===== config.mk =====
export PLATFORM = sky130hd
export DESIGN_NAME = sokoban_move_sched
export DESIGN_NICKNAME = d
export VERILOG_FILES = /design/src/rtl/sokoban_move_sched.sv
export SDC_FILE = /design/constraint.sdc
export NUM_CORES = 1
export LEC_CHECK = 0
export CORE_ASPECT_RATIO = 1.2
export CORE_MARGIN = 1
export CORE_UTILIZATION = 40
export DETAILED_ROUTE_END_ITERATION = 10
export PLACE_DENSITY = 0.62
export SLEW_MARGIN = 10
export SYNTH_ARGS = -nofsm -noshare
export SYNTH_HDL_FRONTEND = slang
export SYNTH_SLANG_ARGS = --single-unit
export TNS_END_PERCENT = 50

===== constraint.sdc =====
create_clock -name clk -period 3.2 [get_ports clk]
set_input_delay 0.8 -clock clk [delete_from_list [all_inputs] [get_ports clk]]
set_output_delay 0.8 -clock clk [all_outputs]
set_load 0.1 [all_outputs]

===== src/rtl/sokoban_move_sched.sv =====
// Frame-paced move scheduler: samples direction keys once per VGA frame, queues them,
// and hands one move at a time to the map-update engine over a req/ack handshake.
module sokoban_move_sched #(
    parameter int QDEPTH        = 4,
    parameter int REPEAT_FRAMES = 8,
    parameter int ACK_TIMEOUT   = 64,
    parameter int CNT_W         = 10
) (
    input  logic             clk,
    input  logic             reset,
    input  logic             vs,
    input  logic [3:0]       key,
    input  logic             win,
    input  logic             move_ack,
    input  logic             move_ok,
    output logic             move_req,
    output logic [1:0]       move_dir,
    output logic [1:0]       game_state,
    output logic [CNT_W-1:0] move_count,
    output logic             overflow,
    output logic             timeout_err
);
    localparam int PW = $clog2(QDEPTH);
    localparam int HW = $clog2(REPEAT_FRAMES + 1);
    localparam int TW = $clog2(ACK_TIMEOUT + 1);
    localparam logic [PW:0]   FULL_CNT   = QDEPTH[PW:0];
    localparam logic [HW-1:0] HOLD_LAST  = HW'(REPEAT_FRAMES - 1);
    localparam logic [TW-1:0] TIMER_LAST = TW'(ACK_TIMEOUT - 1);

    typedef enum logic [1:0] {
        S_INIT   = 2'b00,
        S_START  = 2'b01,
        S_GAMING = 2'b10,
        S_WIN    = 2'b11
    } state_t;

    state_t        state, state_next;
    logic          vs_meta, vs_sync, vs_prev, frame_tick;
    logic [1:0]    fifo_mem [QDEPTH];
    logic [PW-1:0] wr_ptr, rd_ptr;
    logic [PW:0]   fifo_cnt;
    logic          fifo_full, fifo_empty;
    logic [3:0]    prev_key;
    logic [HW-1:0] hold_cnt;
    logic [TW-1:0] req_timer;
    logic          key_valid;
    logic [1:0]    key_dir;
    logic          capture, enter_win, key_event, do_push, do_pop;

    // vs comes from another clock domain; the tick fires on the synchronised rising edge
    always_ff @(posedge clk or negedge reset) begin
        if (!reset) begin
            vs_meta <= 1'b0;
            vs_sync <= 1'b0;
            vs_prev <= 1'b0;
        end else begin
            vs_meta <= vs;
            vs_sync <= vs_meta;
            vs_prev <= vs_sync;
        end
    end

    assign frame_tick = vs_sync & ~vs_prev;

    always_ff @(posedge clk or negedge reset) begin
        if (!reset) state <= S_INIT;
        else        state <= state_next;
    end

    always_comb begin
        state_next = state;
        if (frame_tick) begin
            case (state)
                S_INIT:   state_next = S_START;
                S_START:  state_next = S_GAMING;
                S_GAMING: if (win && !move_req) state_next = S_WIN;
                default:  state_next = state;
            endcase
        end
    end

    assign game_state = state;

    always_comb begin
        key_valid = 1'b1;
        key_dir   = 2'd0;
        case (key)
            4'b0001: key_dir = 2'd0;
            4'b0010: key_dir = 2'd1;
            4'b0100: key_dir = 2'd2;
            4'b1000: key_dir = 2'd3;
            default: key_valid = 1'b0;
        endcase
    end

    // Issue decisions look at the queue as it was before this tick's push
    assign fifo_full  = (fifo_cnt == FULL_CNT);
    assign fifo_empty = (fifo_cnt == '0);
    assign enter_win  = frame_tick && (state == S_GAMING) && win && !move_req;
    assign capture    = frame_tick && ((state == S_START) || ((state == S_GAMING) && !enter_win));
    assign do_pop     = frame_tick && (state == S_GAMING) && !enter_win && !fifo_empty && !move_req;
    assign key_event  = capture && key_valid && ((key != prev_key) || (hold_cnt == HOLD_LAST));
    assign do_push    = key_event && (!fifo_full || do_pop);

    always_ff @(posedge clk) begin
        if (do_push) fifo_mem[wr_ptr] <= key_dir;
    end

    always_ff @(posedge clk or negedge reset) begin
        if (!reset) begin
            wr_ptr   <= '0;
            rd_ptr   <= '0;
            fifo_cnt <= '0;
        end else if (enter_win) begin
            wr_ptr   <= '0;
            rd_ptr   <= '0;
            fifo_cnt <= '0;
        end else begin
            if (do_push) wr_ptr <= wr_ptr + PW'(1);
            if (do_pop)  rd_ptr <= rd_ptr + PW'(1);
            case ({do_push, do_pop})
                2'b10:   fifo_cnt <= fifo_cnt + (PW+1)'(1);
                2'b01:   fifo_cnt <= fifo_cnt - (PW+1)'(1);
                default: fifo_cnt <= fifo_cnt;
            endcase
        end
    end

    always_ff @(posedge clk or negedge reset) begin
        if (!reset) begin
            prev_key <= 4'b0000;
            hold_cnt <= '0;
            overflow <= 1'b0;
        end else if (capture) begin
            prev_key <= key;
            if (!key_valid || (key != prev_key) || (hold_cnt == HOLD_LAST))
                hold_cnt <= '0;
            else
                hold_cnt <= hold_cnt + HW'(1);
            if (key_event && fifo_full && !do_pop)
                overflow <= 1'b1;
        end
    end

    // An ack landing on the timeout cycle still counts as a completed move
    always_ff @(posedge clk or negedge reset) begin
        if (!reset) begin
            move_req    <= 1'b0;
            move_dir    <= 2'd0;
            req_timer   <= '0;
            move_count  <= '0;
            timeout_err <= 1'b0;
        end else if (do_pop) begin
            move_req  <= 1'b1;
            move_dir  <= fifo_mem[rd_ptr];
            req_timer <= '0;
        end else if (move_req) begin
            if (move_ack) begin
                move_req <= 1'b0;
                if (move_ok && (move_count != '1))
                    move_count <= move_count + CNT_W'(1);
            end else if (req_timer == TIMER_LAST) begin
                move_req    <= 1'b0;
                timeout_err <= 1'b1;
            end else begin
                req_timer <= req_timer + TW'(1);
            end
        end
    end
endmodule


-- After elaboration in Yosys (flattened, before gate mapping)
Memory sizes are Yosys's and may differ from the RTL's. A register that Yosys moved wholly into a read port is not among the register bits.
Index checks and enable logic that the tools add are counted.
- output and inout port bits: 17
- flip-flop bits (word level): 40
- bits of input ports: 10
- bits in writable memories: 8
- memories: 1
- word-level logic and storage cells: 103
- reductions and logical operators: 40
- $add $sub $neg: 7
- multiplexer cells: 21
- bitwise gates (word level): 4
- equal/unequal tests: 16
- memories (memory ; words ; width ; rd ports ; clocked after memory_dff ; write ports ; RTL line ; RTL):
    fifo_mem ; 4 ; 2 ; 1 ; 1 ; 1 ; 39 ; logic [1:0] fifo_mem [QDEPTH];
- operator list (operator ; count):
    two-way mux 7 bit ; 4
    logical AND 1 bit ; 15
    case mux 2 bit (3 select lines) ; 2
    adder 10 x 1 -> 10 bit (second input constant) ; 1
    two-way mux 2 bit ; 5
    != test 10 bit (second input constant) ; 1
    equality test 4 x 3 -> 1 bit (second input constant) ; 2
    AND reduction 4 bit ; 2
    adder 7 x 1 -> 7 bit (second input constant) ; 1
    equality test 7 x 6 -> 1 bit (second input constant) ; 1
    logical NOT 1 bit ; 7
    two-way mux 1 bit ; 7
    case mux 3 bit (2 select lines) ; 1
    AND reduction 3 bit ; 2
    nonzero test 2 bit ; 3
    nonzero test 3 bit ; 2
    logical OR 1 bit ; 5
    adder 2 x 1 -> 2 bit (second input constant) ; 2
    adder 4 x 1 -> 4 bit (second input constant) ; 1
    equality test 2 x 1 -> 1 bit (second input constant) ; 2
    equality test 2 bit (second input constant) ; 2
    equality test 4 x 1 -> 1 bit (second input constant) ; 1
    equality test 4 x 2 -> 1 bit (second input constant) ; 1
    equality test 4 bit (second input constant) ; 1
    14 further kinds ; 17

-- Logic depth before layout (Yosys ltp)
- depth in word-level cells: 15
- mapped depth: 8
- gate-level depth less buffers: 8

-- Least setup slack after synthesis
Ideal clock, no wire load.
- path type: register to register
- start: register state[1], in the netlist game_state[1]
- end: register fifo_cnt[2]
- data arrival time: 2.982 ns
- setup time: 0.128 ns
- path slack: 0.090 ns
- cell stages (with the launch flop): 8
- period minus slack after synthesis: 3.110 ns
- cells stage by stage: dfrtp_1 -> ha_1 -> nand3_1 -> nor3_2 -> o21ai_1 -> fa_1 -> mux2i_1 -> mux2_1
- longest elaborated chain between the ends: 14
- elaborated cells between the ends (all ways): 21
- ends and longest elaborated chain (what ; RTL line ; RTL):
    from (decl) ; 37 ; state_t state, state_next;
    from (signal assigned) ; 67 ; else state <= state_next;
    equality test 2 bit ; 99, 100, 101 ;
    logical AND 1 bit ; 99, 101 ;
    logical AND 1 bit (2 in a row) ; 99 ; assign enter_win = frame_tick && (state == S_GAMING) && win && !move_req;
    logical NOT 1 bit ; 100, 101 ;
    logical AND 1 bit ; 100 ; assign capture = frame_tick && ((state == S_START) || ((state == S_GAMING) && !enter_win));
    logical OR 1 bit ; 100 ;
    logical AND 1 bit ; 100 ;
    logical AND 1 bit (2 in a row) ; 102 ; assign key_event = capture && key_valid && ((key != prev_key) || (hold_cnt == HOLD_LAST));
    logical AND 1 bit ; 103 ; assign do_push = key_event && (!fifo_full || do_pop);
    equality test 2 x 1 -> 1 bit / equality test 2 bit (equally long branches) ; 121 ; case ({do_push, do_pop})
    case mux 3 bit (2 select lines) ; 121 ;
    two-way mux 3 bit ; 114 ; end else if (enter_win) begin
    to (signal assigned) ; 122 ; 2'b10: fifo_cnt <= fifo_cnt + (PW+1)'(1);
    to (signal assigned) ; 123 ; 2'b01: fifo_cnt <= fifo_cnt - (PW+1)'(1);
    to (signal assigned) ; 124 ; default: fifo_cnt <= fifo_cnt;
    to (decl) ; 41 ; logic [PW:0] fifo_cnt;
Several ways; a longest one is shown, not always the timed one.
A chain may end at the register's enable or synchronous reset.

-- Worst setup path in the final report
- start: input port key[1]
- end: register fifo_cnt[2]
- longest elaborated chain between the ends: 9
- elaborated cells between the ends (all ways): 16
- ends and longest elaborated chain (what ; RTL line ; RTL):
    from (decl) ; 12 ; input logic [3:0] key,
    equality test 4 bit, or another cell as far along ; 87 ; case (key)
    OR reduction 4 bit (no line) ; - ;
    two-way mux 1 bit ; 87 ;
    logical AND 1 bit ; 102 ;
    logical AND 1 bit (*) ; 102 ;
    logical AND 1 bit (*) ; 103 ;
    equality test 2 x 1 -> 1 bit / equality test 2 bit (equally long branches) ; 121 ;
    case mux 3 bit (2 select lines) ; 121 ;
    two-way mux 3 bit ; 114 ;
Mark *: on every way between the ends. The rest lies on a longest branch, timed or not.

==> impl_metrics.csv <==
group,metric,value,unit
die,io_pins,27,
critical_path,endpoint_kind,"register",
critical_path,rr_startpoint,"game_state[0]",
min_path,hp-start,"vs_meta",
yosys,synth_fp_nets,233,
critical_path,regToRegSetupSlack,0.88,ns
route,m1WireLength,1930,µm
sta,rsz0062_at_grt,"no",
critical_path,r2r_cells,8,
placed_design,post-dp-hpwl,3120,µm
power,p_leak,0.00132,µW
die,die_w,72.9,µm
grt,grt_overflow,0,
yosys,synth_area_per_cell,11.4,µm²
power,peakVddDrop,0.000242,V
critical_path,path_delay_family,"simple AND/OR/NAND/NOR gates",
yosys,yosysTopAreaCell,"dfrtp_1",
layout,final-instance-count-excl-fill,337,
clock_network,holdBufCountCts,0,
die,core_area,5740,µm²
critical_path,worstPathRequired,3.38,ns
yosys,ys_ff_latch,50,
sta,finalCritPeriodShare,89.1,%
yosys,synth_warnings,0,
route,top_layer_used,"met4",
yosys,synth_top_flop_cell,"dfrtp_1",
clock_network,cts_buffers,5,
clock_network,cts-resized-gates,0,
grt,grt_pass1_wl,6950,µm
sta,maxSlewHeadroom,38.5,%
critical_path,critPathMaxFanout,4,
yosys,yosys.area.top_type_share,43.6,%
clock_network,cts_sinks,50,
outcome,outcome,"finished clean",
sta,slew_violations,0,
placed_design,gp_congestion,0.733,
die,start_util,42.0,%
placed_design,placement.io_buffers,26,
layout,fin_area,2910,µm²
layout,area.growth.synth_to_final,20.9,%
critical_path,r2r_end,"fifo_cnt[2]",
critical_path,path_cells,"clkdlybuf4s50_1, or4b_1, nand2_1, o221ai_2, or4_4, mux2i_1, mux2_1",
clock_network,path_clk_slew,0.08,ns
yosys,yosysMostFrequentCell,"dfrtp_1",
route,route.met2.wl,2020,µm
route,avgRoutedWirePerCell,12.2,µm
route,drcViolationCount,0,
yosys,yosysSeqAreaShare,53.6,%
critical_path,path_class,"input pin to register",
layout,drive_gt1_share,20.2,%
yosys,synthTopCellsByArea,"dfrtp_1 44%, edfxtp_1 10%, ha_1 5.2%",
die,placementRows,30,
yosys,ys_types,40,
grt,grt_pass1_vias,1532,
route,wl_met3,111,µm
yosys,synth_area,2410,µm²
placed_design,dpl_cell_area,2810,µm²
sta,setup_viol,0,
yosys,synth_edf_count,8,
die,die_area,6340,µm²
clock_network,htree_levels,2,
min_path,hold_path_class,"register to register",
min_path,min_to,"vs_sync",
yosys,synthArstFlopShare,84.0,%
power,p_total,1180,µW
grt,globalRouteTotalUtil,14.4,%
placed_design,dp.cells,329,
clock_network,cts_setup_buffers,0,
sta,finalCriticalPeriod,2.85,ns
critical_path,crit_slowest_cell,"or4b_1",
route,drt_iter0_markers,71,
grt,antenna_found_initial,0,
critical_path,cp.arrival,3.04,ns
sta,clock.fmax,0.351,GHz
yosys,syn_inst,212,
power,powerDensity,405,nW/µm²
critical_path,critical_path.max_stage_delay,0.52,ns
route,ant_nets,0,
route,vias,1612,
sta,hold_viol,0,
layout,num_antenna_cells,0,
min_path,min_path_cells,0,
critical_path,cp_num_buf_inv,1,
sta,tightest_slew,0.923,ns
critical_path,cp-start-kind,"input pin",
layout,finalNetCount,277,
die,die_y,87.0,µm
yosys,synth_top_cells_by_count,"42 x dfrtp_1, 23 x nand2_1, 17 x nor2_1, 12 x inv_1, 12 x nand3_1",
grt,grt_max_degree,43,
route,drt-pass1-iter-count,4,
sta,fin_worst_skew,0.00610,ns
job,drv_cap,0,
route,drt-total-wl,4120,µm
critical_path,worstSetupPathDepth,7,
clock_network,cts_tree,"done",
clock_network,clockRootBuffer,"clkbuf_8",
clock_network,clk_path_buf_depth,2,
clock_network,clkLatencyLatePin,0.30,ns
sta,holdWs,0.356,ns
sta,fin_tns_setup,0,ns
route,vias_per_cell,4.78,
-- kinds of logic after synthesis --
| kind of cell | after synthesis | share of synthesized area (%) |
|---|---|---|
| AND/OR/NAND/NOR | 84 | 17.9 |
| buffers and inverters | 13 | 2.08 |
| XOR/XNOR | 22 | 8.00 |
| adder cells (fa/ha/maj) | 11 | 6.02 |
| flip-flops | 50 | 53.6 |
| AO/OA/AOI/OAI | 20 | 6.18 |
| multiplexers | 12 | 6.28 |
-- through the flow --
| stage | utilization, % | setup WS, ns |
|---|---|---|
| after floorplan | - | 0.0905 |
| after global placement | 48.9 | 0.0732 |
| after detailed placement | 48.9 | 0.0245 |
| after CTS | 50.7 | 0.346 |
| after global routing | 50.7 | 0.226 |
| final | 50.7 | 0.347 |
-- area by class of cell --
class | count | area, µm²
fillers | 526 | 2830
flip-flops and latches | 50 | 1290
multi-input cells | 149 | 1070
repair buffers | 38 | 303
well taps | 80 | 100
clock buffers | 7 | 76.3
inverters | 12 | 45.0
clock inverters | 1 | 30.0
-- state kept, by name, summed over array words and instances, names as in the netlist, 2 cells and up --
signal      count
fifo_cnt        3
fifo_mem        8
game_state      2
hold_cnt        4
move_count     10
move_dir        2
prev_key        4
rd_ptr          2
req_timer       7
wr_ptr          2
-- placed cells by master (no fill, tap or decap), types with 4 or more instances in the layout --
cell type / netlist / layout
a21oi_1: 4 / 4
and2_1: 5 / 5
buf_4: 0 / 29
clkbuf_8: 0 / 5
clkdlybuf4s50_1: 0 / 8
dfrtp_1: 42 / 42
edfxtp_1: 8 / 8
ha_1: 10 / 10
inv_1: 12 / 12
mux2_2: 4 / 4
mux2i_1: 5 / 5
nand2_1: 23 / 23
nand3_1: 12 / 12
nor2_1: 17 / 17
nor3_1: 9 / 9
xnor2_1: 11 / 11
xor2_1: 11 / 11
-- power by group --
part | switching (µW) | internal, µW | total [µW]
logic | 51.7 | 32.5 | 84.2
clock network | 195 | 234 | 429
registers | 10.4 | 656 | 667
-- how the worst max path moves through the flow --
stage                       start           to  slack, ns
floorplan           game_state[1]  fifo_cnt[2]       0.09
global placement           key[1]  fifo_cnt[2]       0.07
detailed placement         key[1]  fifo_cnt[2]       0.02
CTS                        key[1]  fifo_cnt[2]       0.35
global route               key[2]  fifo_cnt[2]       0.23
finish                     key[1]  fifo_cnt[2]       0.35
-- layer usage --
metal / up-vias / GRT usage, %
met5: - / 0
met4: 0 / 5.17
met3: 4 / 3.13
met2: 23 / 24.6
met1: 761 / 17.8
li1: 824 / -
No activity file was read; power rests on OpenSTA's default activity.
